## config.mk

```make
export PLATFORM = sky130hd
export DESIGN_NAME = axis_master_gen_flat
export DESIGN_NICKNAME = d
export VERILOG_FILES = /design/src/rtl/axis_bfm_pkg.sv /design/src/rtl/axis_master_gen_if.sv /design/src/rtl/axis_lfsr32.sv /design/src/rtl/axis_master_gen.sv /design/src/flat_wrapper.sv
export SDC_FILE = /design/constraint.sdc
export NUM_CORES = 1
export LEC_CHECK = 0
export ABC_AREA = 1
export BUFFER_PORTS_ARGS = -buffer_cell sky130_fd_sc_hd__clkbuf_2
export CAP_MARGIN = 20
export CELL_PAD_IN_SITES_DETAIL_PLACEMENT = 1
export CELL_PAD_IN_SITES_GLOBAL_PLACEMENT = 2
export CORE_ASPECT_RATIO = 0.75
export CORE_MARGIN = 5
export CORE_UTILIZATION = 32
export CTS_CLUSTER_SIZE = 30
export DETAILED_ROUTE_END_ITERATION = 10
export PLACE_DENSITY = 0.85
export REMOVE_ABC_BUFFERS = 1
export SYNTH_ARGS = -nofsm -noshare
export SYNTH_HDL_FRONTEND = slang
export SYNTH_SLANG_ARGS = --single-unit
```

## constraint.sdc

```tcl
create_clock -name aclk -period 3.4 [get_ports aclk]
set_input_delay 0.34 -clock aclk [delete_from_list [all_inputs] [get_ports aclk]]
set_output_delay 0.34 -clock aclk [all_outputs]
set_load 0.02 [all_outputs]
```

## src/rtl/axis_bfm_pkg.sv

```systemverilog
// Shared types and helpers for the AXI-Stream packet generator.
// Covers FSM and pattern encodings, LFSR step and last-beat keep mask.
package axis_bfm_pkg;

    typedef enum logic [1:0] {IDLE, SEND, GAP, DONE} gen_state_t;
    typedef enum logic [1:0] {INCR = 2'd0, LFSR = 2'd1, CONST = 2'd2} gen_mode_t;

    // x^32 + x^22 + x^2 + x + 1, feedback taps at bits 22, 2, 1, 0
    localparam logic [31:0] LFSR_POLY = 32'h0040_0007;

    function automatic logic [31:0] lfsr_step(input logic [31:0] s);
        return {s[30:0], 1'b0} ^ (s[31] ? LFSR_POLY : 32'd0);
    endfunction

    function automatic logic [63:0] keep_mask(input int unsigned bytes, input int unsigned data_w);
        int unsigned bpb;
        int unsigned rem;
        bpb = data_w / 8;
        rem = bytes % bpb;
        if (rem == 0)
            keep_mask = (bpb >= 64) ? '1 : ((64'd1 << bpb) - 64'd1);
        else
            keep_mask = (64'd1 << rem) - 64'd1;
    endfunction

    function automatic logic [31:0] pat_sel(input gen_mode_t mode, input logic [31:0] seed,
                                            input logic [31:0] incr, input logic [31:0] lfsr);
        case (mode)
            INCR:    pat_sel = incr;
            LFSR:    pat_sel = lfsr;
            default: pat_sel = seed;
        endcase
    endfunction

endpackage

```

## src/rtl/axis_master_gen_if.sv

```systemverilog
// AXI-Stream bus bundle used between the generator and its sink.
interface axis_master_gen_if #(
    parameter int unsigned DATA_W = 32,
    parameter int unsigned ID_W   = 4,
    parameter int unsigned DEST_W = 4
);
    logic                  tvalid;
    logic                  tready;
    logic [DATA_W-1:0]     tdata;
    logic [DATA_W/8-1:0]   tstrb;
    logic [DATA_W/8-1:0]   tkeep;
    logic                  tlast;
    logic [ID_W-1:0]       tid;
    logic [DEST_W-1:0]     tdest;
    logic                  tuser;

    modport master (output tvalid, tdata, tstrb, tkeep, tlast, tid, tdest, tuser, input tready);
    modport slave  (input tvalid, tdata, tstrb, tkeep, tlast, tid, tdest, tuser, output tready);
endinterface

```

## src/rtl/axis_lfsr32.sv

```systemverilog
// 32-bit Galois LFSR with synchronous load and per-beat advance.
module axis_lfsr32
    import axis_bfm_pkg::*;
(
    input  logic        clk,
    input  logic        rst,
    input  logic        i_load,
    input  logic [31:0] i_load_val,
    input  logic        i_advance,
    output logic [31:0] o_value
);
    logic [31:0] r_state;

    always_ff @(posedge clk) begin
        if (rst)
            r_state <= 32'd1;
        else if (i_load)
            r_state <= i_load_val;
        else if (i_advance)
            r_state <= lfsr_step(r_state);
    end

    assign o_value = r_state;
endmodule

```

## src/rtl/axis_master_gen.sv

```systemverilog
// AXI-Stream packet generator: programmable length, count, gap and data pattern.
// All m_* outputs come straight from registers and hold while stalled.
module axis_master_gen
    import axis_bfm_pkg::*;
#(
    parameter int unsigned DATA_W = 32,
    parameter int unsigned ID_W   = 4,
    parameter int unsigned DEST_W = 4,
    parameter int unsigned LEN_W  = 16,
    parameter int unsigned CNT_W  = 16
) (
    input  logic              aclk,
    input  logic              areset,
    input  logic              start,
    input  logic [LEN_W-1:0]  cfg_bytes,
    input  logic [CNT_W-1:0]  cfg_pkts,
    input  logic [CNT_W-1:0]  cfg_gap,
    input  logic [1:0]        cfg_mode,
    input  logic [31:0]       cfg_seed,
    input  logic [DEST_W-1:0] cfg_dest,
    output logic              busy,
    output logic              done,
    output logic [CNT_W-1:0]  pkt_sent,
    axis_master_gen_if.master m
);
    localparam int unsigned BPB  = DATA_W / 8;
    localparam int unsigned REPS = (DATA_W + 31) / 32;

    gen_state_t         r_state, w_state_nxt;
    gen_mode_t          r_mode, w_mode_cfg;
    logic [LEN_W-1:0]   r_beats, r_beat, w_eff_bytes, w_beats_cfg;
    logic [CNT_W-1:0]   r_pkts, r_gap, r_gap_cnt, r_pkt_sent, w_pkt_next;
    logic [31:0]        r_seed, r_incr, w_lfsr_val, w_lfsr_first, w_p_first, w_p_next;
    logic [BPB-1:0]     r_last_keep, w_last_keep_cfg, r_tkeep;
    logic [DATA_W-1:0]  r_tdata, w_d_first, w_d_next;
    logic [REPS*32-1:0] w_rep_first, w_rep_next;
    logic [ID_W-1:0]    r_tid;
    logic [DEST_W-1:0]  r_tdest;
    logic               r_tvalid, r_tlast, r_tuser, r_busy, r_done;
    logic               w_fire, w_last_beat, w_next_is_last, w_final_pkt;
    logic               w_latch, w_beat_adv, w_pkt_begin, w_go_gap, w_finish;

    assign w_mode_cfg      = (cfg_mode == 2'd3) ? CONST : gen_mode_t'(cfg_mode);
    assign w_eff_bytes     = (cfg_bytes == '0) ? LEN_W'(1) : cfg_bytes;
    assign w_beats_cfg     = LEN_W'(({1'b0, w_eff_bytes} + (LEN_W+1)'(BPB - 1)) / (LEN_W+1)'(BPB));
    assign w_last_keep_cfg = BPB'(keep_mask(32'(w_eff_bytes), DATA_W));

    assign w_fire         = r_tvalid & m.tready;
    assign w_last_beat    = (r_beat == r_beats - LEN_W'(1));
    assign w_next_is_last = (r_beat + LEN_W'(2) == r_beats);
    assign w_pkt_next     = r_pkt_sent + CNT_W'(1);
    assign w_final_pkt    = (w_pkt_next == r_pkts);

    // The pattern for the upcoming beat: counters/LFSR have already moved on if
    // no beat retires this cycle (GAP exit), otherwise step them once more.
    assign w_lfsr_first = (cfg_seed == 32'd0) ? 32'd1 : cfg_seed;
    assign w_p_first    = pat_sel(w_mode_cfg, cfg_seed, cfg_seed, w_lfsr_first);
    assign w_p_next     = pat_sel(r_mode, r_seed,
                                  w_fire ? r_incr + 32'd1 : r_incr,
                                  w_fire ? lfsr_step(w_lfsr_val) : w_lfsr_val);
    assign w_rep_first  = {REPS{w_p_first}};
    assign w_rep_next   = {REPS{w_p_next}};
    assign w_d_first    = w_rep_first[DATA_W-1:0];
    assign w_d_next     = w_rep_next[DATA_W-1:0];

    axis_lfsr32 u_lfsr (
        .clk        (aclk),
        .rst        (areset),
        .i_load     (w_latch),
        .i_load_val (w_lfsr_first),
        .i_advance  (w_fire),
        .o_value    (w_lfsr_val)
    );

    always_ff @(posedge aclk) begin
        if (areset)
            r_state <= IDLE;
        else
            r_state <= w_state_nxt;
    end

    always_comb begin
        w_state_nxt = r_state;
        w_latch     = 1'b0;
        w_beat_adv  = 1'b0;
        w_pkt_begin = 1'b0;
        w_go_gap    = 1'b0;
        w_finish    = 1'b0;
        case (r_state)
            IDLE: if (start) begin
                w_latch     = 1'b1;
                w_state_nxt = (cfg_pkts == '0) ? DONE : SEND;
            end
            SEND: if (w_fire) begin
                if (!w_last_beat) begin
                    w_beat_adv = 1'b1;
                end else if (w_final_pkt) begin
                    w_finish    = 1'b1;
                    w_state_nxt = DONE;
                end else if (r_gap == '0) begin
                    w_pkt_begin = 1'b1;
                end else begin
                    w_go_gap    = 1'b1;
                    w_state_nxt = GAP;
                end
            end
            GAP: if (r_gap_cnt == CNT_W'(1)) begin
                w_pkt_begin = 1'b1;
                w_state_nxt = SEND;
            end
            // DONE is left only once the done pulse has been shown, so an
            // empty run spends one extra cycle here before pulsing.
            DONE: if (r_done) w_state_nxt = IDLE;
            default: w_state_nxt = IDLE;
        endcase
    end

    always_ff @(posedge aclk) begin
        if (areset) begin
            r_beats <= '0;  r_beat <= '0;  r_pkts <= '0;  r_gap <= '0;  r_gap_cnt <= '0;
            r_pkt_sent <= '0;  r_mode <= INCR;  r_seed <= '0;  r_incr <= '0;  r_last_keep <= '0;
            r_tvalid <= 1'b0;  r_tlast <= 1'b0;  r_tuser <= 1'b0;  r_tdata <= '0;
            r_tkeep <= '0;  r_tid <= '0;  r_tdest <= '0;  r_busy <= 1'b0;  r_done <= 1'b0;
        end else begin
            r_busy <= (w_state_nxt == SEND) || (w_state_nxt == GAP);
            r_done <= w_finish || (r_state == DONE && !r_done);
            if (w_fire) r_incr <= r_incr + 32'd1;
            if (r_state == GAP) r_gap_cnt <= r_gap_cnt - CNT_W'(1);

            if (w_latch) begin
                r_beats     <= w_beats_cfg;
                r_last_keep <= w_last_keep_cfg;
                r_pkts      <= cfg_pkts;
                r_gap       <= cfg_gap;
                r_mode      <= w_mode_cfg;
                r_seed      <= cfg_seed;
                r_incr      <= cfg_seed;
                r_pkt_sent  <= '0;
                r_beat      <= '0;
                r_tdest     <= cfg_dest;
                if (cfg_pkts != '0) begin
                    r_tvalid <= 1'b1;
                    r_tdata  <= w_d_first;
                    r_tuser  <= 1'b1;
                    r_tlast  <= (w_beats_cfg == LEN_W'(1));
                    r_tkeep  <= (w_beats_cfg == LEN_W'(1)) ? w_last_keep_cfg : '1;
                    r_tid    <= '0;
                end
            end

            if (w_fire && w_last_beat) r_pkt_sent <= w_pkt_next;

            if (w_beat_adv) begin
                r_beat  <= r_beat + LEN_W'(1);
                r_tdata <= w_d_next;
                r_tuser <= 1'b0;
                r_tlast <= w_next_is_last;
                r_tkeep <= w_next_is_last ? r_last_keep : '1;
            end

            if (w_pkt_begin) begin
                r_beat   <= '0;
                r_tvalid <= 1'b1;
                r_tdata  <= w_d_next;
                r_tuser  <= 1'b1;
                r_tlast  <= (r_beats == LEN_W'(1));
                r_tkeep  <= (r_beats == LEN_W'(1)) ? r_last_keep : '1;
                r_tid    <= ID_W'((r_state == GAP) ? r_pkt_sent : w_pkt_next);
            end

            if (w_go_gap || w_finish) begin
                r_tvalid <= 1'b0;
                r_tlast  <= 1'b0;
                r_tuser  <= 1'b0;
            end
            if (w_go_gap) r_gap_cnt <= r_gap;
        end
    end

    assign busy     = r_busy;
    assign done     = r_done;
    assign pkt_sent = r_pkt_sent;
    assign m.tvalid = r_tvalid;
    assign m.tdata  = r_tdata;
    assign m.tkeep  = r_tkeep;
    assign m.tstrb  = r_tkeep;
    assign m.tlast  = r_tlast;
    assign m.tuser  = r_tuser;
    assign m.tid    = r_tid;
    assign m.tdest  = r_tdest;
endmodule

```

## src/flat_wrapper.sv

```systemverilog
// flat-port wrapper written by rule: the top's interface ports become plain ports
module axis_master_gen_flat import axis_bfm_pkg::*;
#(
    parameter int unsigned DATA_W = 32,
    parameter int unsigned ID_W   = 4,
    parameter int unsigned DEST_W = 4,
    parameter int unsigned LEN_W  = 16,
    parameter int unsigned CNT_W  = 16
)
  (aclk, areset, start, cfg_bytes, cfg_pkts, cfg_gap, cfg_mode, cfg_seed, cfg_dest, busy, done, pkt_sent, m_tvalid, m_tdata, m_tstrb, m_tkeep, m_tlast, m_tid, m_tdest, m_tuser, m_tready);
  axis_master_gen_if #(.DATA_W(DATA_W), .ID_W(ID_W), .DEST_W(DEST_W)) m_i ();
  input  logic aclk;
  input  logic areset;
  input  logic start;
  input  logic [LEN_W-1:0] cfg_bytes;
  input  logic [CNT_W-1:0] cfg_pkts;
  input  logic [CNT_W-1:0] cfg_gap;
  input  logic [1:0] cfg_mode;
  input  logic [31:0] cfg_seed;
  input  logic [DEST_W-1:0] cfg_dest;
  output logic busy;
  output logic done;
  output logic [CNT_W-1:0] pkt_sent;
  output wire logic [$bits(m_i.tvalid)-1:0] m_tvalid;
  output wire logic [$bits(m_i.tdata)-1:0] m_tdata;
  output wire logic [$bits(m_i.tstrb)-1:0] m_tstrb;
  output wire logic [$bits(m_i.tkeep)-1:0] m_tkeep;
  output wire logic [$bits(m_i.tlast)-1:0] m_tlast;
  output wire logic [$bits(m_i.tid)-1:0] m_tid;
  output wire logic [$bits(m_i.tdest)-1:0] m_tdest;
  output wire logic [$bits(m_i.tuser)-1:0] m_tuser;
  input wire logic [$bits(m_i.tready)-1:0] m_tready;
  assign m_tvalid = m_i.tvalid;
  assign m_tdata = m_i.tdata;
  assign m_tstrb = m_i.tstrb;
  assign m_tkeep = m_i.tkeep;
  assign m_tlast = m_i.tlast;
  assign m_tid = m_i.tid;
  assign m_tdest = m_i.tdest;
  assign m_tuser = m_i.tuser;
  assign m_i.tready = m_tready;
  axis_master_gen #(.DATA_W(DATA_W), .ID_W(ID_W), .DEST_W(DEST_W), .LEN_W(LEN_W), .CNT_W(CNT_W)) u_core (.aclk(aclk), .areset(areset), .start(start), .cfg_bytes(cfg_bytes), .cfg_pkts(cfg_pkts), .cfg_gap(cfg_gap), .cfg_mode(cfg_mode), .cfg_seed(cfg_seed), .cfg_dest(cfg_dest), .busy(busy), .done(done), .pkt_sent(pkt_sent), .m(m_i));
endmodule
```

; Word level (Yosys, flattened, before mapping)
; Cells that the tools add are included.
[word_totals]
reg_bits = 248
latch_bits = 0
mem_bits_rw = 0
romBits = 0
input_bits = 90
word_cells = 140
n_memories = 0
[op_classes]
add_sub_neg = 8
n_mul = 0
div = 0
magnitude_cmp = 0
eq_ne = 14
shift = 1
muxes = 69
n_bitwise = 2
reduce_logical = 25
[ops]
columns = cell, count
row1 = $mux W32, 10
row2 = $mux W16, 6
row3 = $logic_not A32 Y1, 2
row4 = $pmux W32 S2, 1
row5 = $logic_not A16 Y1, 3
row6 = $mux W4, 12
row7 = $add A16 B1 Y16 const B, 2
row8 = $add A32 B1 Y32 const B, 1
row9 = $eq A16 B16 Y1, 2
row10 = $xor A32 B32 Y32, 1
row11 = $eq A15 B1 Y1 const B, 2
row12 = $mux W1, 28
row13 = $mux W23, 1
row14 = $mux W2, 9
row15 = $add A16 B2 Y17 const B, 1
row16 = $add A16 B2 Y16 const B, 1
row17 = $eq A16 B1 Y1 const B, 1
row18 = $eq A16 B15 Y1, 1
row19 = $reduce_bool A16 Y1, 1
row20 = $sub A15 B1 Y16 const B, 1
row21 = $sub A16 B1 Y16 const B, 1
row22 = $reduce_bool A2 Y1, 5
row23 = $eq A2 B1 Y1 const B, 4
row24 = $eq A2 B2 Y1 const B, 4
row25 = 12 further kinds, 19

; Longest topological paths before layout
; Gate-level depths: netlist of run 1.
[logic_depth]
ltp_word = 10
ltp_mapped = 24

; Cells and area by module
; From an unflattened synthesis of run 1, not the netlist that was laid out.
[hier_totals]
hier_cells = 2355
area_unflattened_um2 = 15005.6
[by_module_without_submodules]
columns = module, n_inst, cells_each, area_per_inst_um2
row1 = axis_master_gen, 1, 2108, 13444.1
row2 = axis_lfsr32, 1, 247, 1561.5

; Least setup slack after synthesis of run 1
; OpenSTA, ideal clock, no wires.
[synth_timing]
path_kind = input to register
startpoint = in cfg_bytes[1]
endpoint = reg u_core.r_tkeep[3] (netlist: u_core.m.tkeep[3])
t_arrival_ns = 2.469
required_time_ns = 3.268
slack_ns = 0.799
cell_stages = 17
path_cell_list = nor2_1 -> nand3_1 -> nor4_1 -> a21oi_1 -> ha_1 -> nor3_1 -> nand3_1 -> xor2_1 -> nand3_1 -> nor2_1 -> nand2_1 -> nor2_1 -> nand2_1 -> nor2_1 -> o211ai_1 -> nand2_1 -> a21oi_1
[synth_via]
elab_chain_cells = 10
word_cells_on_any_way = 13
cone_classes = 2 x add/sub / 1 x eq/ne / 1 x shift / 7 x mux / 2 x reduce/logical
[synth_lines]
columns = element, line_no
row1 = start: declaration, flat_wrapper.sv:15  ; input logic [LEN_W-1:0] cfg_bytes;
row2 = $logic_not A16 Y1, axis_master_gen.sv:44  ; assign w_eff_bytes = (cfg_bytes == '0) ? LEN_W'(1) : cfg_bytes;
row3 = $mux W16 (*), axis_master_gen.sv:44
row4 = $shl A1 B2 Y4, axis_bfm_pkg.sv:23  ; keep_mask = (64'd1 << rem) - 64'd1;
row5 = $sub A4 B1 Y4, axis_bfm_pkg.sv:23
row6 = $mux W4 (*), axis_bfm_pkg.sv:20  ; if (rem == 0)
row7 = via u_core.w_last_keep_cfg[3], axis_master_gen.sv:34  ; logic [BPB-1:0] r_last_keep, w_last_keep_cfg, r_tkeep;
row8 = $mux W4 (*), axis_master_gen.sv:146  ; r_tkeep <= (w_beats_cfg == LEN_W'(1)) ? w_last_keep_cfg : '1;
row9 = $mux W4 (*), axis_master_gen.sv:141  ; if (cfg_pkts != '0) begin
row10 = $mux W4 (*), axis_master_gen.sv:130  ; if (w_latch) begin
row11 = $mux W4 (*), axis_master_gen.sv:153  ; if (w_beat_adv) begin
row12 = $mux W4 (*), axis_master_gen.sv:161  ; if (w_pkt_begin) begin
row13 = end signal: assignment, axis_master_gen.sv:146
row14 = end signal: assignment, axis_master_gen.sv:158  ; r_tkeep <= w_next_is_last ? r_last_keep : '1;
row15 = end signal: assignment, axis_master_gen.sv:167  ; r_tkeep <= (r_beats == LEN_W'(1)) ? r_last_keep : '1;
row16 = end: declaration, axis_master_gen.sv:34
; Mark *: on every way through the listed nets, which the timed path passes. The rest lies on a longest branch. The select of a mux whose other input is x is not followed.
; A chain may end at the register's enable or synchronous reset.

; Worst setup path in the final report of run 1
[layout_timing]
startpoint = reg u_core.r_beats[0]
endpoint = reg u_core.r_tdata[31] (netlist: u_core.m.tdata[31])
[layout_via]
elab_chain_cells = 7
word_cells_on_any_way = 13
cone_classes = 1 x add/sub / 1 x eq/ne / 8 x mux / 3 x reduce/logical
[layout_lines]
columns = element, line_no
row1 = start: declaration, axis_master_gen.sv:31  ; logic [LEN_W-1:0] r_beats, r_beat, w_eff_bytes, w_beats_cfg;
row2 = start signal: assignment, axis_master_gen.sv:131  ; r_beats <= w_beats_cfg;
row3 = $sub A15 B1 Y16 (*), axis_master_gen.sv:49  ; assign w_last_beat = (r_beat == r_beats - LEN_W'(1));
row4 = $eq A16 B16 Y1 (*), axis_master_gen.sv:49
row5 = $mux W1, axis_master_gen.sv:95  ; if (!w_last_beat) begin
row6 = $mux W1, axis_master_gen.sv:94  ; SEND: if (w_fire) begin
row7 = $pmux W1 S2 or $mux W1 (tied branches), axis_master_gen.sv:89  ; case (r_state)
row8 = $reduce_bool A3 Y1 (no line) or $mux W32 (tied branches), n/a
row9 = $reduce_and A2 Y1 (no line) or $mux W32 (tied branches), n/a
row10 = end signal: assignment, axis_master_gen.sv:143  ; r_tdata <= w_d_first;
row11 = end signal: assignment, axis_master_gen.sv:155  ; r_tdata <= w_d_next;
row12 = end signal: assignment, axis_master_gen.sv:164  ; r_tdata <= w_d_next;
row13 = end: declaration, axis_master_gen.sv:35  ; logic [DATA_W-1:0] r_tdata, w_d_first, w_d_next;
; Mark *: on every way between the ends. The rest lies on a longest branch, timed or not.

==> impl_results.html, run 1 <==
<table>
<tr><th>Metric</th><th>Value</th></tr>
<tr><th colspan="2">Detailed routing</th></tr>
<tr><td>First DRT Iteration DRCs</td><td>around 950</td></tr>
<tr><td>Total iterations of the first detailed-routing run</td><td>5</td></tr>
<tr><td>Routed wire length</td><td>about 55,000 um</td></tr>
<tr><td>Total vias in the final route</td><td>between 15,000 and 20,000</td></tr>
<tr><td># DRC</td><td>0</td></tr>
<tr><td>Routed wire per std cell</td><td>18.11 um</td></tr>
<tr><td>Antenna viol nets, final</td><td>0</td></tr>
<tr><td>Via density per instance</td><td>just over 5</td></tr>
<tr><th colspan="2">Run</th></tr>
<tr><td>Max-cap violations</td><td>0</td></tr>
<tr><th colspan="2">Placement</th></tr>
<tr><td>Minimum setup slack after placement</td><td>-0.1756 ns</td></tr>
<tr><td>Cell area reported after detailed placement</td><td>approximately 16,000 sq um</td></tr>
<tr><td>Final HPWL DP</td><td>39,720 um</td></tr>
<tr><td>Quantity of I/O buffers inserted on ports</td><td>about 160</td></tr>
<tr><td>Number of placed instances, taps included</td><td>approximately 3,000</td></tr>
<tr><td>Final weighted congestion in routability-driven placement</td><td>0.8884</td></tr>
<tr><th colspan="2">Cells and area</th></tr>
<tr><td>Design area</td><td>17,020 sq um</td></tr>
<tr><td>Flip-flop and latch area</td><td>4966 sq um</td></tr>
<tr><td>Layout fillers</td><td>between 5,000 and 6,000</td></tr>
<tr><td>Relative area change from synthesis to final layout</td><td>16.90%</td></tr>
<tr><td>Fraction of layout cells with a size suffix above 1</td><td>between 10% and 20%</td></tr>
<tr><td>Finished Layout Cells</td><td>around 3,000</td></tr>
<tr><td>Area occupied by multi-input gates</td><td>between 8000 and 9000 sq um</td></tr>
<tr><td>Fin nets</td><td>2,504</td></tr>
<tr><th colspan="2">GRT</th></tr>
<tr><td>Largest net degree at the start of global routing</td><td>182</td></tr>
<tr><td>Met3 Track Usage GR</td><td>roughly 2.5%</td></tr>
<tr><td>Aggregate global routing overflow</td><td>0</td></tr>
<tr><td>Initial antenna violation count</td><td>0</td></tr>
<tr><td>Vias in the first global route</td><td>~16,000</td></tr>
<tr><td>Total Routing Usage GR</td><td>21.11%</td></tr>
<tr><td>Busiest layer in global routing</td><td>met2</td></tr>
<tr><td>Met1 GRT Util</td><td>a little under a third</td></tr>
<tr><td>GR met2 Demand/Resource</td><td>about a third</td></tr>
<tr><td>First-pass GRT wire length</td><td>87,350 um</td></tr>
<tr><th colspan="2">Setup path</th></tr>
<tr><td>Kind of critical path</td><td>register to register</td></tr>
<tr><td>Endpoint type of the worst setup path</td><td>register</td></tr>
<tr><td>Arrival time at the worst endpoint</td><td>between 3 and 4 ns</td></tr>
<tr><td>Required arrival time at the worst endpoint</td><td>between 3 and 4 ns</td></tr>
<tr><td>Element type at the critical path start</td><td>register</td></tr>
<tr><td>Peak fanout along the critical path</td><td>18</td></tr>
<tr><th colspan="2">STA</th></tr>
<tr><td>Max Freq</td><td>about 0.32 GHz</td></tr>
<tr><td>Final hold violation count</td><td>0</td></tr>
<tr><td>RSZ-0062 raised after global routing</td><td>false</td></tr>
<tr><td>Tcrit/Tclk final</td><td>between 90% and 100%</td></tr>
<tr><td>Measured slew at the worst slew-check pin</td><td>0.9718 ns</td></tr>
<tr><td>Worst setup slack after layout</td><td>between 0.2 and 0.3 ns</td></tr>
<tr><td>Worst max-slew margin expressed relative to the limit</td><td>35.21%</td></tr>
<tr><td>Tmin final</td><td>just over 3 ns</td></tr>
<tr><td>Final-report setup violation count</td><td>0</td></tr>
<tr><td>Final max-slew violation count</td><td>0</td></tr>
<tr><td>Clock skew</td><td>roughly 0.015 ns</td></tr>
<tr><th colspan="2">Clocking</th></tr>
<tr><td>Clock transition at the registers of the reported paths</td><td>roughly 0.060 ns</td></tr>
<tr><td>Clock root cell</td><td>clkbuf_16</td></tr>
<tr><td>Maximum level of the CTS H-tree</td><td>1</td></tr>
<tr><td>Buffer depth of the longest clock path</td><td>3</td></tr>
<tr><td>Clock tree from TritonCTS</td><td>yes</td></tr>
<tr><td>Clock sink count</td><td>about 250</td></tr>
<tr><td>Skew-Pair Late Insertion Delay</td><td>between 0.5 and 0.6 ns</td></tr>
<tr><td>Number of buffers added by the clock tree synthesis step</td><td>30</td></tr>
<tr><th colspan="2">Pwr</th></tr>
<tr><td>Maximum resistive drop on vdd</td><td>roughly 0.44 mV</td></tr>
<tr><td>Areal power density over the cells</td><td>727.8 nW/um^2</td></tr>
<tr><td>Standby leakage power</td><td>approximately 7.4 nW</td></tr>
<tr><td>Power, Total</td><td>~12 mW</td></tr>
<tr><th colspan="2">Floorplanning</th></tr>
<tr><td>Row Count</td><td>67</td></tr>
<tr><td>Die width</td><td>~260 um</td></tr>
<tr><td>Placeable core region</td><td>around 45,000 sq um</td></tr>
<tr><td>Die height</td><td>between 150 and 200 um</td></tr>
<tr><td>Ports placed on the boundary</td><td>about 160</td></tr>
<tr><td>Starting density of the core</td><td>32.46%</td></tr>
<tr><td>Total die area</td><td>49,900 sq um</td></tr>
<tr><th colspan="2">Synthesis</th></tr>
<tr><td>Number of unique standard cell types used by synthesis</td><td>50</td></tr>
<tr><td>Average instance area after synthesis</td><td>between 6 and 7 sq um</td></tr>
<tr><td>Number of instances in the synthesized netlist</td><td>approximately 2,300</td></tr>
<tr><td>Share of the yosys chip area belonging to registers</td><td>around 34%</td></tr>
<tr><td>Dominant synthesized flop cell</td><td>dfxtp_1</td></tr>
<tr><td>Warnings, synthesis</td><td>0</td></tr>
<tr><td>Flop and latch count out of synthesis</td><td>roughly 250</td></tr>
<tr><td>EDFF count, synth</td><td>0</td></tr>
<tr><td>Fraction of registers with async set/reset</td><td>0%</td></tr>
<tr><td>Cell area after synthesis</td><td>14,560 sq um</td></tr>
<tr><th colspan="2">Run status</th></tr>
<tr><td>Result of the run</td><td>finished clean</td></tr>
<tr><th colspan="2">Hold path</th></tr>
<tr><td>Worst hold path type</td><td>primary input to register</td></tr>
</table>
==> power by group <==
group / switching, mW / internal, mW
clock network: 1.34 / 1.93
logic: 3.43 / 1.60
registers: 0.532 / 3.55
total: 5.30 / 7.08
==> cells in the final DEF, fill, tap and decap left out, types with 28 or more instances in the layout <==
master and n:
o21ai_0 96, nand2_1 642, xnor2_1 28, xor2_1 60, inv_1 225, dfxtp_1 247, clkbuf_2 157, nand4_1 46
clkbuf_16 31, nor2_1 241, nand3_1 165, a21oi_1 207, buf_4 32, nor3_1 32
==> metal layers <==
metal	routed length (um)	part of all wire, %
met1	28170	52
met2	23370	43
met3	2289	4.2
met4	670	1.2
met5	0	0
==> kinds of logic (layout without fill, tap and decap cells) <==
logic type	count (synthesis)	count (layout)	synth area share [%]
compound gates	389	389	14.75
xor+xnor	89	89	5.449
fa+ha+maj	15	15	1.289
buf+inv	345	487	9.566
flops	248	248	34.10
mux	1	1	0.06876
other cells	0	1	0
simple gates	1193	1193	34.77
==> worst max-delay path: stages, from the launching register on <==
cell and delay (ns):
dfxtp_1 0.37, inv_2 0.09, ha_2 0.33, inv_1 0.04, nand2_1 0.05, nand2_1 0.05, nor2_2 0.11, nand2_1 0.07
nor2_1 0.10, nand2_1 0.10, nor2_4 0.14, nand2_1 0.10, nor2_1 0.15, nand3_2 0.20, nor2_2 0.14, nand2_1 0.07
nand2_2 0.13, nand2_8 0.13, nand2_8 0.12, buf_8 0.17, nand2_1 0.06, o21ai_1 0.13, a21oi_1 0.09
==> cell type report <==
cell class / instances / share of cell area, %
flip-flops and latches: 248 / 29.18
clock buffers: 49 / 5.485
clock inverters: 6 / 0.3456
well taps: 586 / 4.308
multi-input cells: 1687 / 48.57
diodes: 1 / 0.01470
inverters: 233 / 5.154
repair buffers: 199 / 6.941
==> stage by stage <==
stage / utilization (%) / hold slack, ns / TNS [ns]
6_report: 37.94 / 0.02473 / 0
4_1_cts: 37.72 / 0.002867 / 0
3_3_place_gp: 35.50 / 0.4438 / -0.1568
3_5_place_dp: 35.50 / 0.4487 / -0.5274
2_1_floorplan: - / 0.4091 / -529.38
5_1_grt: 37.94 / 0.03211 / 0
==> cells in the mapped netlist, types with 5 or more instances <==
library cell  count  area [sq um]
nand2_1         644          2417
dfxtp_1         248          4965
nor2_1          245         919.6
inv_1           228         855.8
a21oi_1         207          1036
nand3_1         165         825.8
o21ai_0          96         480.5
clkbuf_1         82         307.8
xor2_1           60         525.5
nand4_1          46         287.8
nor3_1           32         160.2
xnor2_1          28         245.2
o211ai_1         27         202.7
nor4_1           19         118.9
ha_1             15         187.7
a211oi_1         13         97.59
buf_2            13         65.06
o21ai_1          12         60.06
buf_6             8         90.09
nor2_2            8         50.05
nand2_2           7         43.79
or2_2             7         43.79
a221oi_1          6         52.55
nand3b_1          6         45.04
o21a_1            6         45.04
buf_4             5         37.54
==> sequential cells by signal, indices dropped and copies added, names as in the netlist, 2 cells and up <==
register and cells:
u_core.m.tdata 32, u_core.m.tdest 4, u_core.m.tid 4, u_core.m.tkeep 4
u_core.pkt_sent 16, u_core.r_beat 16, u_core.r_beats 15, u_core.r_gap 16
u_core.r_gap_cnt 16, u_core.r_incr 32, u_core.r_last_keep 4, u_core.r_mode 2
u_core.r_pkts 16, u_core.r_seed 32, u_core.r_state 2, u_core.u_lfsr.o_value 32
==> final timing paths <==
| path | from | to | slack (ns) | depth (start not counted) |
|---|---|---|---|---|
| worst min register to register | u_core.r_last_keep[3]$_SDFFE_PP0P_ | u_core.r_last_keep[3]$_SDFFE_PP0P_ | 0.46 | 2 |
| worst max register to register | u_core.r_beats[0]$_SDFFE_PP0P_ | u_core.m.tdata[31]$_SDFFE_PP0P_ | 0.29 | 22 |
| worst max-delay path | u_core.r_beats[0]$_SDFFE_PP0P_ | u_core.m.tdata[31]$_SDFFE_PP0P_ | 0.29 | 22 |
| worst min-delay path | cfg_gap[7] | u_core.r_gap[7]$_SDFFE_PP0P_ | 0.02 | 3 |
==> repair_timing <==
action,CTS,global route
pin swaps,0,1
setup endpoints to repair,3,57
setup buffers,0,1
hold buffers,0,0
gates resized for setup,1,24
(Power assumes the default switching activity.)
==> run 2, diff against run 1 <==
--- a/config.mk
+++ b/config.mk
@@ -5,18 +5,18 @@
 export SDC_FILE = /design/constraint.sdc
 export NUM_CORES = 1
 export LEC_CHECK = 0
-export ABC_AREA = 1
 export BUFFER_PORTS_ARGS = -buffer_cell sky130_fd_sc_hd__clkbuf_2
 export CAP_MARGIN = 20
 export CELL_PAD_IN_SITES_DETAIL_PLACEMENT = 1
 export CELL_PAD_IN_SITES_GLOBAL_PLACEMENT = 2
 export CORE_ASPECT_RATIO = 0.75
 export CORE_MARGIN = 5
-export CORE_UTILIZATION = 32
+export CORE_UTILIZATION = 35
 export CTS_CLUSTER_SIZE = 30
 export DETAILED_ROUTE_END_ITERATION = 10
 export PLACE_DENSITY = 0.85
 export REMOVE_ABC_BUFFERS = 1
 export SYNTH_ARGS = -nofsm -noshare
 export SYNTH_HDL_FRONTEND = slang
+export SYNTH_HIERARCHICAL = 1
 export SYNTH_SLANG_ARGS = --single-unit
==> impl_results.html, run 2 <==
<table>
<tr><th>Metric</th><th>Value</th></tr>
<tr><th colspan="2">Detailed routing</th></tr>
<tr><td>Antenna viol nets, final</td><td>0</td></tr>
<tr><td>Routed wire length</td><td>around 54,000 um</td></tr>
<tr><td>Routed wire per std cell</td><td>21.24 um</td></tr>
<tr><td>First DRT Iteration DRCs</td><td>around 1,200</td></tr>
<tr><td>Total vias in the final route</td><td>14,697</td></tr>
<tr><td># DRC</td><td>0</td></tr>
<tr><td>Via density per instance</td><td>5.788</td></tr>
<tr><td>Total iterations of the first detailed-routing run</td><td>5</td></tr>
<tr><th colspan="2">Pwr</th></tr>
<tr><td>Internal power summed over all cells</td><td>approximately 5.6 mW</td></tr>
<tr><td>Maximum resistive drop on vdd</td><td>around 0.34 mV</td></tr>
<tr><td>Switching power of the nets</td><td>between 2 and 2.5 mW</td></tr>
<tr><td>Clock share of power</td><td>around 40%</td></tr>
<tr><td>Standby leakage power</td><td>about 6.6 nW</td></tr>
<tr><td>Power, Total</td><td>around 8.1 mW</td></tr>
<tr><td>Switching portion of total power</td><td>30.66%</td></tr>
<tr><td>Sequential share of power</td><td>about two fifths</td></tr>
<tr><td>Combinational power share</td><td>18.9%</td></tr>
<tr><td>Areal power density over the cells</td><td>457.9 nW/um^2</td></tr>
<tr><th colspan="2">Synthesis</th></tr>
<tr><td>Cell area after synthesis</td><td>around 14,000 sq um</td></tr>
<tr><td>Number of unique standard cell types used by synthesis</td><td>79</td></tr>
<tr><td>Most area-hungry cell type in the Yosys netlist</td><td>dfxtp_1</td></tr>
<tr><td>Dominant cell by count in the synthesized netlist</td><td>nand2_1</td></tr>
<tr><td>Cell types occupying the most area after synthesis</td><td>dfxtp_1 (34%), a211oi_1 (7.8%), nand2_1 (6.7%)</td></tr>
<tr><td>Dominant synthesized flop cell</td><td>dfxtp_1</td></tr>
<tr><td>Warnings, synthesis</td><td>6</td></tr>
<tr><td>Flop and latch count out of synthesis</td><td>248</td></tr>
<tr><td>Ranking of synthesized cells by instance count</td><td>nand2_1 (258), dfxtp_1 (248), a21oi_1 (157)</td></tr>
<tr><td>Fraction of registers with async set/reset</td><td>0%</td></tr>
<tr><td>EDFF count, synth</td><td>0</td></tr>
<tr><td>Synth top area share</td><td>34.36%</td></tr>
<tr><td>Number of instances in the synthesized netlist</td><td>1,832</td></tr>
<tr><td>Share of the yosys chip area belonging to registers</td><td>about a third</td></tr>
<tr><td>Average instance area after synthesis</td><td>between 7 and 8 sq um</td></tr>
<tr><th colspan="2">Clocking</th></tr>
<tr><td>Skew-Pair Late Insertion Delay</td><td>slightly below 0.6 ns</td></tr>
<tr><td>Clock tree from TritonCTS</td><td>yes</td></tr>
<tr><td>Clock root cell</td><td>clkbuf_16</td></tr>
<tr><td>Clock sink count</td><td>248</td></tr>
<tr><td>Number of buffers added by the clock tree synthesis step</td><td>29</td></tr>
<tr><td>Maximum level of the CTS H-tree</td><td>1</td></tr>
<tr><td>Buffer depth of the longest clock path</td><td>3</td></tr>
<tr><td>Clock transition at the registers of the reported paths</td><td>roughly 0.070 ns</td></tr>
<tr><th colspan="2">GRT</th></tr>
<tr><td>Vias in the first global route</td><td>between 10,000 and 15,000</td></tr>
<tr><td>Aggregate global routing overflow</td><td>0</td></tr>
<tr><td>Total Routing Usage GR</td><td>22.07%</td></tr>
<tr><td>Largest net degree at the start of global routing</td><td>between 100 and 150</td></tr>
<tr><td>First-pass GRT wire length</td><td>approximately 83,000 um</td></tr>
<tr><td>Initial antenna violation count</td><td>0</td></tr>
<tr><th colspan="2">Cells and area</th></tr>
<tr><td>Commonest non-fill, non-tap cells in the layout</td><td>nand2_1 (253), dfxtp_1 (246), clkbuf_2 (157), a21oi_1 (151), a211oi_1 (141)</td></tr>
<tr><td>Fin nets</td><td>around 2,100</td></tr>
<tr><td>Design area</td><td>17,770 sq um</td></tr>
<tr><td>Layout fillers</td><td>between 4,000 and 5,000</td></tr>
<tr><td>Diode count</td><td>0</td></tr>
<tr><td>Final core utilization</td><td>between 40% and 50%</td></tr>
<tr><td>Relative area change from synthesis to final layout</td><td>22.97%</td></tr>
<tr><td>Fraction of layout cells with a size suffix above 1</td><td>between 20 and 25%</td></tr>
<tr><td>Commonest non-fill, non-tap cell in the layout</td><td>nand2_1</td></tr>
<tr><th colspan="2">Setup path</th></tr>
<tr><td>Peak fanout along the critical path</td><td>16</td></tr>
<tr><td>Most common cell type on the critical path</td><td>or4b_4</td></tr>
<tr><td>Element type at the critical path start</td><td>register</td></tr>
<tr><td>Endpoint type of the worst setup path</td><td>register</td></tr>
<tr><td>Required arrival time at the worst endpoint</td><td>3.88 ns</td></tr>
<tr><td>Kind of critical path</td><td>register to register</td></tr>
<tr><td>Arrival time at the worst endpoint</td><td>~4 ns</td></tr>
<tr><td>List of cells traversed by the critical path</td><td>inv_2 -&gt; ha_4 -&gt; or4b_4 -&gt; or4b_4 -&gt; a211oi_2 -&gt; o211ai_1 -&gt; or4_4 -&gt; buf_12 -&gt; nand2_4 -&gt; o21ai_4 -&gt; clkbuf_16 -&gt; a311oi_1</td></tr>
<tr><td>Cell type of the slowest stage on the worst timing path</td><td>or4b_4</td></tr>
<tr><td>Worst stage delay on the critical path</td><td>0.55 ns</td></tr>
<tr><td>Buffers &amp; Inverters on Critical Path</td><td>3</td></tr>
<tr><td>Largest delay share family, worst path</td><td>simple AND/OR/NAND/NOR gates</td></tr>
<tr><th colspan="2">Floorplanning</th></tr>
<tr><td>Die height</td><td>186.0 um</td></tr>
<tr><td>Die width</td><td>about 240 um</td></tr>
<tr><td>Total die area</td><td>~45,000 sq um</td></tr>
<tr><td>Placeable core region</td><td>between 40,000 and 50,000 sq um</td></tr>
<tr><td>Row Count</td><td>64</td></tr>
<tr><td>Starting density of the core</td><td>around 35%</td></tr>
<tr><td>Ports placed on the boundary</td><td>about 160</td></tr>
<tr><th colspan="2">Run status</th></tr>
<tr><td>Result of the run</td><td>finished with violations</td></tr>
<tr><td>Violations in the final reports</td><td>setup timing</td></tr>
<tr><th colspan="2">STA</th></tr>
<tr><td>RSZ-0062 raised after global routing</td><td>true</td></tr>
<tr><td>Worst setup slack after layout</td><td>-0.06838 ns</td></tr>
<tr><td>Tcrit/Tclk final</td><td>102.0%</td></tr>
<tr><td>Clock skew</td><td>0.01581 ns</td></tr>
<tr><td>Final-report setup violation count</td><td>19</td></tr>
<tr><td>Final hold violation count</td><td>0</td></tr>
<tr><td>Final max-slew violation count</td><td>0</td></tr>
<tr><td>Measured slew at the worst slew-check pin</td><td>about 0.75 ns</td></tr>
<tr><td>Worst max-slew margin expressed relative to the limit</td><td>roughly half</td></tr>
<tr><td>Max Freq</td><td>just under 0.3 GHz</td></tr>
<tr><td>Tmin final</td><td>3.468 ns</td></tr>
<tr><th colspan="2">Placement</th></tr>
<tr><td>Final HPWL DP</td><td>approximately 36,000 um</td></tr>
<tr><td>Quantity of I/O buffers inserted on ports</td><td>158</td></tr>
<tr><td>Final weighted congestion in routability-driven placement</td><td>about 0.88</td></tr>
<tr><td>Cell area reported after detailed placement</td><td>between 15,000 and 20,000 sq um</td></tr>
<tr><th colspan="2">Run</th></tr>
<tr><td>Max-cap violations</td><td>0</td></tr>
<tr><th colspan="2">Hold path</th></tr>
<tr><td>Worst hold path type</td><td>primary input to register</td></tr>
</table>
-- run 2: cell count changes after synthesis, moves of 76 or more --
cell / delta
nand2_1: -386
inv_1: -207
o21ai_0: -76
nor2_1: -121
a211oi_1: +138
nand3_1: -124
-- run 2: repair_timing --
item,in CTS,in global routing
pin swaps,10,13
hold buffers,27,0
cloned,0,4
gates resized for setup,9,35
setup endpoints to repair,10,84
endpoints found under the hold margin,27,0
setup buffers,6,15
-- run 2: stage by stage --
step | hold slack, ns | std cells | setup slack (ns) | setup TNS [ns]
final | 0.02144 | 2539 | -0.06838 | -0.4948
after CTS | 0.003154 | 2520 | -0.05153 | -0.2293
after detailed placement | 0.4484 | 2433 | -0.3034 | -1.053
after global placement | 0.4409 | 2433 | -0.2569 | -0.7653
after global routing | 0.01600 | 2539 | -0.1201 | -3.038
after floorplan | 0.4046 | 1646 | -3.848 | -414.33
-- run 2: metal layers --
metal  global-route usage (%)  share of wire (%)  up-vias  routed length (um)
li1                         -                  -     6956                   -
met3                    3.000                5.1       61                2741
met2                    35.28                 45      344               24070
met1                    32.39                 49     7336               26250
met4                    3.701                1.6        0                 856
met5                        0                  0        -                   0
-- run 2: cells by family after synthesis --
group / Yosys count / synth area share, %
xor gates and xnor gates: 119 / 7.213
buffers and inverters: 211 / 6.218
and+or+nand+nor: 694 / 23.67
muxes: 54 / 3.784
DFF: 248 / 34.36
AOI/OAI and AO/OA: 491 / 23.46
adders and majority gates: 15 / 1.299
-- run 2: path summary, 6_finish.rpt --
path	start	to	slack, ns	cells after the start
hold reg to reg	u_core/m.tdest[0]$_SDFFE_PP0P_	u_core/m.tdest[0]$_SDFFE_PP0P_	0.45	2
hold / removal	cfg_pkts[12]	u_core/r_pkts[12]$_SDFFE_PP0P_	0.02	3
setup reg to reg	u_core/r_beats[1]$_SDFFE_PP0P_	u_core/m.tdata[28]$_SDFFE_PP0P_	-0.07	12
setup / recovery	u_core/r_beats[1]$_SDFFE_PP0P_	u_core/m.tdata[28]$_SDFFE_PP0P_	-0.07	12
-- run 2: worst min-delay path, cell delays in order --
cell and delay (ns):
clkbuf_2 0.09, nand2_1 0.05, a21oi_1 0.06
-- run 2: final cells by class --
type	count	area, sq um	area share, %
repair buffers	311	2297	12.93
multi-input cells	1373	8742	49.20
flip-flops and latches	248	4967	27.96
clock inverters	13	133.9	0.7535
inverters	25	96.34	0.5422
well taps	528	660.6	3.718
clock buffers	41	870.8	4.901
-- run 2: power by group through the flow --
stage	registers [mW]	logic, mW	clock network, mW
5_1_grt	3.33	1.67	3.48
3_3_place_gp	3.35	1.42	0
2_1_floorplan	3.38	0.807	0
6_report	3.31	1.54	3.29
3_5_place_dp	3.36	1.46	0
4_1_cts	3.30	1.50	3.35
==> run 3, diff against run 2 <==
--- a/config.mk
+++ b/config.mk
@@ -11,10 +11,10 @@
 export CELL_PAD_IN_SITES_GLOBAL_PLACEMENT = 2
 export CORE_ASPECT_RATIO = 0.75
 export CORE_MARGIN = 5
-export CORE_UTILIZATION = 35
+export CORE_UTILIZATION = 28
 export CTS_CLUSTER_SIZE = 30
 export DETAILED_ROUTE_END_ITERATION = 10
-export PLACE_DENSITY = 0.85
+export PLACE_DENSITY = 0.72
 export REMOVE_ABC_BUFFERS = 1
 export SYNTH_ARGS = -nofsm -noshare
 export SYNTH_HDL_FRONTEND = slang
==> impl_results.html, run 3 (synthesis results as in run 2) <==
<table>
<tr><th>Metric</th><th>Value</th></tr>
<tr><th colspan="2">Run status</th></tr>
<tr><td>Result of the run</td><td>finished with violations</td></tr>
<tr><td>Violations in the final reports</td><td>setup timing</td></tr>
<tr><th colspan="2">Detailed routing</th></tr>
<tr><td># DRC</td><td>0</td></tr>
<tr><td>First DRT Iteration DRCs</td><td>between 800 and 900</td></tr>
<tr><td>Routed wire length</td><td>about 55,000 um</td></tr>
<tr><td>Antenna viol nets, final</td><td>0</td></tr>
<tr><td>Total iterations of the first detailed-routing run</td><td>5</td></tr>
<tr><td>Via density per instance</td><td>between 5 and 6</td></tr>
<tr><td>Routed wire per std cell</td><td>20.63 um</td></tr>
<tr><td>Total vias in the final route</td><td>about 14,000</td></tr>
<tr><th colspan="2">Placement</th></tr>
<tr><td>Cell area reported after detailed placement</td><td>16,240 sq um</td></tr>
<tr><td>Number of placed instances, taps included</td><td>2,570</td></tr>
<tr><td>Final weighted congestion in routability-driven placement</td><td>about 0.82</td></tr>
<tr><td>Minimum setup slack after placement</td><td>-0.1888 ns</td></tr>
<tr><td>Quantity of I/O buffers inserted on ports</td><td>158</td></tr>
<tr><td>Final HPWL DP</td><td>37,140 um</td></tr>
<tr><th colspan="2">Floorplanning</th></tr>
<tr><td>Starting density of the core</td><td>about 28%</td></tr>
<tr><td>Total die area</td><td>approximately 56,000 sq um</td></tr>
<tr><td>Row Count</td><td>~70</td></tr>
<tr><td>Ports placed on the boundary</td><td>159</td></tr>
<tr><td>Die height</td><td>approximately 210 um</td></tr>
<tr><td>Die width</td><td>about 270 um</td></tr>
<tr><td>Placeable core region</td><td>a little over 50,000 sq um</td></tr>
<tr><th colspan="2">STA</th></tr>
<tr><td>Worst max-slew margin expressed relative to the limit</td><td>between 40% and 50%</td></tr>
<tr><td>Worst setup slack after layout</td><td>-0.005020 ns</td></tr>
<tr><td>Final hold violation count</td><td>0</td></tr>
<tr><td>Max Freq</td><td>around 0.29 GHz</td></tr>
<tr><td>Sum Neg Setup Slack</td><td>-0.005020 ns</td></tr>
<tr><td>RSZ-0062 raised after global routing</td><td>true</td></tr>
<tr><td>Clock skew</td><td>0.02579 ns</td></tr>
<tr><td>Measured slew at the worst slew-check pin</td><td>approximately 0.84 ns</td></tr>
<tr><td>Tcrit/Tclk final</td><td>100.1%</td></tr>
<tr><td>Tmin final</td><td>approximately 3.4 ns</td></tr>
<tr><td>Worst-case hold slack</td><td>~0.029 ns</td></tr>
<tr><td>Final-report setup violation count</td><td>1</td></tr>
<tr><td>Final max-slew violation count</td><td>0</td></tr>
<tr><th colspan="2">Clocking</th></tr>
<tr><td>Clock sink count</td><td>248</td></tr>
<tr><td>Skew-Pair Late Insertion Delay</td><td>0.58 ns</td></tr>
<tr><td>Maximum level of the CTS H-tree</td><td>1</td></tr>
<tr><td>Buffer depth of the longest clock path</td><td>3</td></tr>
<tr><td>Clock transition at the registers of the reported paths</td><td>approximately 0.060 ns</td></tr>
<tr><td>Clock tree from TritonCTS</td><td>yes</td></tr>
<tr><td>Number of buffers added by the clock tree synthesis step</td><td>29</td></tr>
<tr><td>Clock root cell</td><td>clkbuf_16</td></tr>
<tr><th colspan="2">Cells and area</th></tr>
<tr><td>Fraction of layout cells with a size suffix above 1</td><td>between 20 and 25%</td></tr>
<tr><td>Fin nets</td><td>roughly 2,100</td></tr>
<tr><td>Finished Layout Cells</td><td>2,665</td></tr>
<tr><td>Relative area change from synthesis to final layout</td><td>23.72%</td></tr>
<tr><td>Design area</td><td>around 18,000 sq um</td></tr>
<tr><td>Commonest non-fill, non-tap cells in the layout</td><td>nand2_1 (255), dfxtp_1 (243), clkbuf_2 (157), a21oi_1 (154), a211oi_1 (136)</td></tr>
<tr><td>Layout fillers</td><td>6,160</td></tr>
<tr><td>Diode count</td><td>0</td></tr>
<tr><td>Commonest non-fill, non-tap cell in the layout</td><td>nand2_1</td></tr>
<tr><th colspan="2">Setup path</th></tr>
<tr><td>Worst stage delay on the critical path</td><td>0.59 ns</td></tr>
<tr><td>Endpoint type of the worst setup path</td><td>register</td></tr>
<tr><td>Buffers &amp; Inverters on Critical Path</td><td>3</td></tr>
<tr><td>Element type at the critical path start</td><td>register</td></tr>
<tr><td>Arrival time at the worst endpoint</td><td>3.89 ns</td></tr>
<tr><td>Most common cell type on the critical path</td><td>or4b_4</td></tr>
<tr><td>List of cells traversed by the critical path</td><td>inv_2 -&gt; ha_4 -&gt; or4b_4 -&gt; or4b_4 -&gt; a211oi_2 -&gt; o211ai_1 -&gt; or4_4 -&gt; buf_12 -&gt; nand2_8 -&gt; o21ai_4 -&gt; clkbuf_16 -&gt; a311oi_2</td></tr>
<tr><td>Kind of critical path</td><td>register to register</td></tr>
<tr><td>Required arrival time at the worst endpoint</td><td>around 3.9 ns</td></tr>
<tr><td>Peak fanout along the critical path</td><td>7</td></tr>
<tr><td>Cell type of the slowest stage on the worst timing path</td><td>or4_4</td></tr>
<tr><td>Largest delay share family, worst path</td><td>simple AND/OR/NAND/NOR gates</td></tr>
<tr><th colspan="2">Pwr</th></tr>
<tr><td>Standby leakage power</td><td>6.523 nW</td></tr>
<tr><td>Areal power density over the cells</td><td>451.3 nW/um^2</td></tr>
<tr><td>Maximum resistive drop on vdd</td><td>between 0.3 and 0.4 mV</td></tr>
<tr><th colspan="2">Run</th></tr>
<tr><td>Max-cap violations</td><td>0</td></tr>
<tr><th colspan="2">GRT</th></tr>
<tr><td>Largest net degree at the start of global routing</td><td>144</td></tr>
<tr><td>Aggregate global routing overflow</td><td>0</td></tr>
<tr><td>Vias in the first global route</td><td>around 15,000</td></tr>
<tr><td>Total Routing Usage GR</td><td>a little under a fifth</td></tr>
<tr><td>First-pass GRT wire length</td><td>between 80,000 and 90,000 um</td></tr>
<tr><td>Initial antenna violation count</td><td>1</td></tr>
<tr><th colspan="2">Hold path</th></tr>
<tr><td>Worst hold path type</td><td>primary input to register</td></tr>
</table>
[run 3: cell count changes in the layout (fill, tap and decap cells not counted), moves of 4 or more]
cell	delta
a211oi_1	-5
a21oi_2	-4
clkinv_2	-4
clkbuf_1	+5
a311oi_2	+4
buf_6	-5
a311oi_1	-4
a211oi_2	+5
[run 3: per-layer routing]
layer  vias to the layer above  track usage [%]  share of wire (%)
li1                       6919                -                  -
met1                      7188            26.90                 50
met2                       226            29.15                 44
met3                        63            2.438                3.7
met4                         2            3.855                2.3
met5                         -                0              0.024
[run 3: path summary, 6_finish.rpt]
check | slack [ns] | start | cells past startpoint | to
max | -0.005 | u_core/r_beats[0]$_SDFFE_PP0P_ | 12 | u_core/m.tdata[31]$_SDFFE_PP0P_
min reg2reg | 0.45 | u_core/r_seed[18]$_SDFFE_PP0P_ | 2 | u_core/r_seed[18]$_SDFFE_PP0P_
max reg2reg | -0.005 | u_core/r_beats[0]$_SDFFE_PP0P_ | 12 | u_core/m.tdata[31]$_SDFFE_PP0P_
min | 0.03 | cfg_pkts[3] | 3 | u_core/r_pkts[3]$_SDFFE_PP0P_
[run 3: power by group]
part	internal (mW)	switching [mW]
sequential	3.11	0.198
combinational	0.625	0.963
clock	1.84	1.33
total	5.58	2.49
[run 3: area by class of cell]
cell class,count,area [sq um],area share [%]
multi-input combinational,1374,8870,49.62
tap,666,833.3,4.662
clock inverter,10,108.9,0.6089
timing repair buffer,300,2162,12.09
inverter,25,96.34,0.5390
sequential,248,4971,27.81
clock buffer,42,834.6,4.669
[run 3: per-stage QoR]
stage	total power, mW	utilization [%]
after CTS	8.067	33.97
after floorplan	4.188	-
final	8.068	34.81
after global placement	4.799	31.62
after global routing	8.435	34.81
after detailed placement	4.842	31.62
[run 3: repair_timing]
item,in CTS,in global routing
hold endpoints to repair,25,0
cloned,0,4
endpoints found under the setup margin,8,94
resized for setup,1,54
hold buffers,25,0
buffers inserted,1,12
pin swaps,0,14
[run 3: worst reg2reg max path, stage by stage (launching register included)]
cell,delay (ns)
dfxtp_2,0.32
inv_2,0.06
ha_4,0.14
or4b_4,0.48
or4b_4,0.53
a211oi_2,0.20
o211ai_1,0.16
or4_4,0.59
buf_12,0.18
nand2_8,0.08
o21ai_4,0.13
clkbuf_16,0.23
a311oi_2,0.23
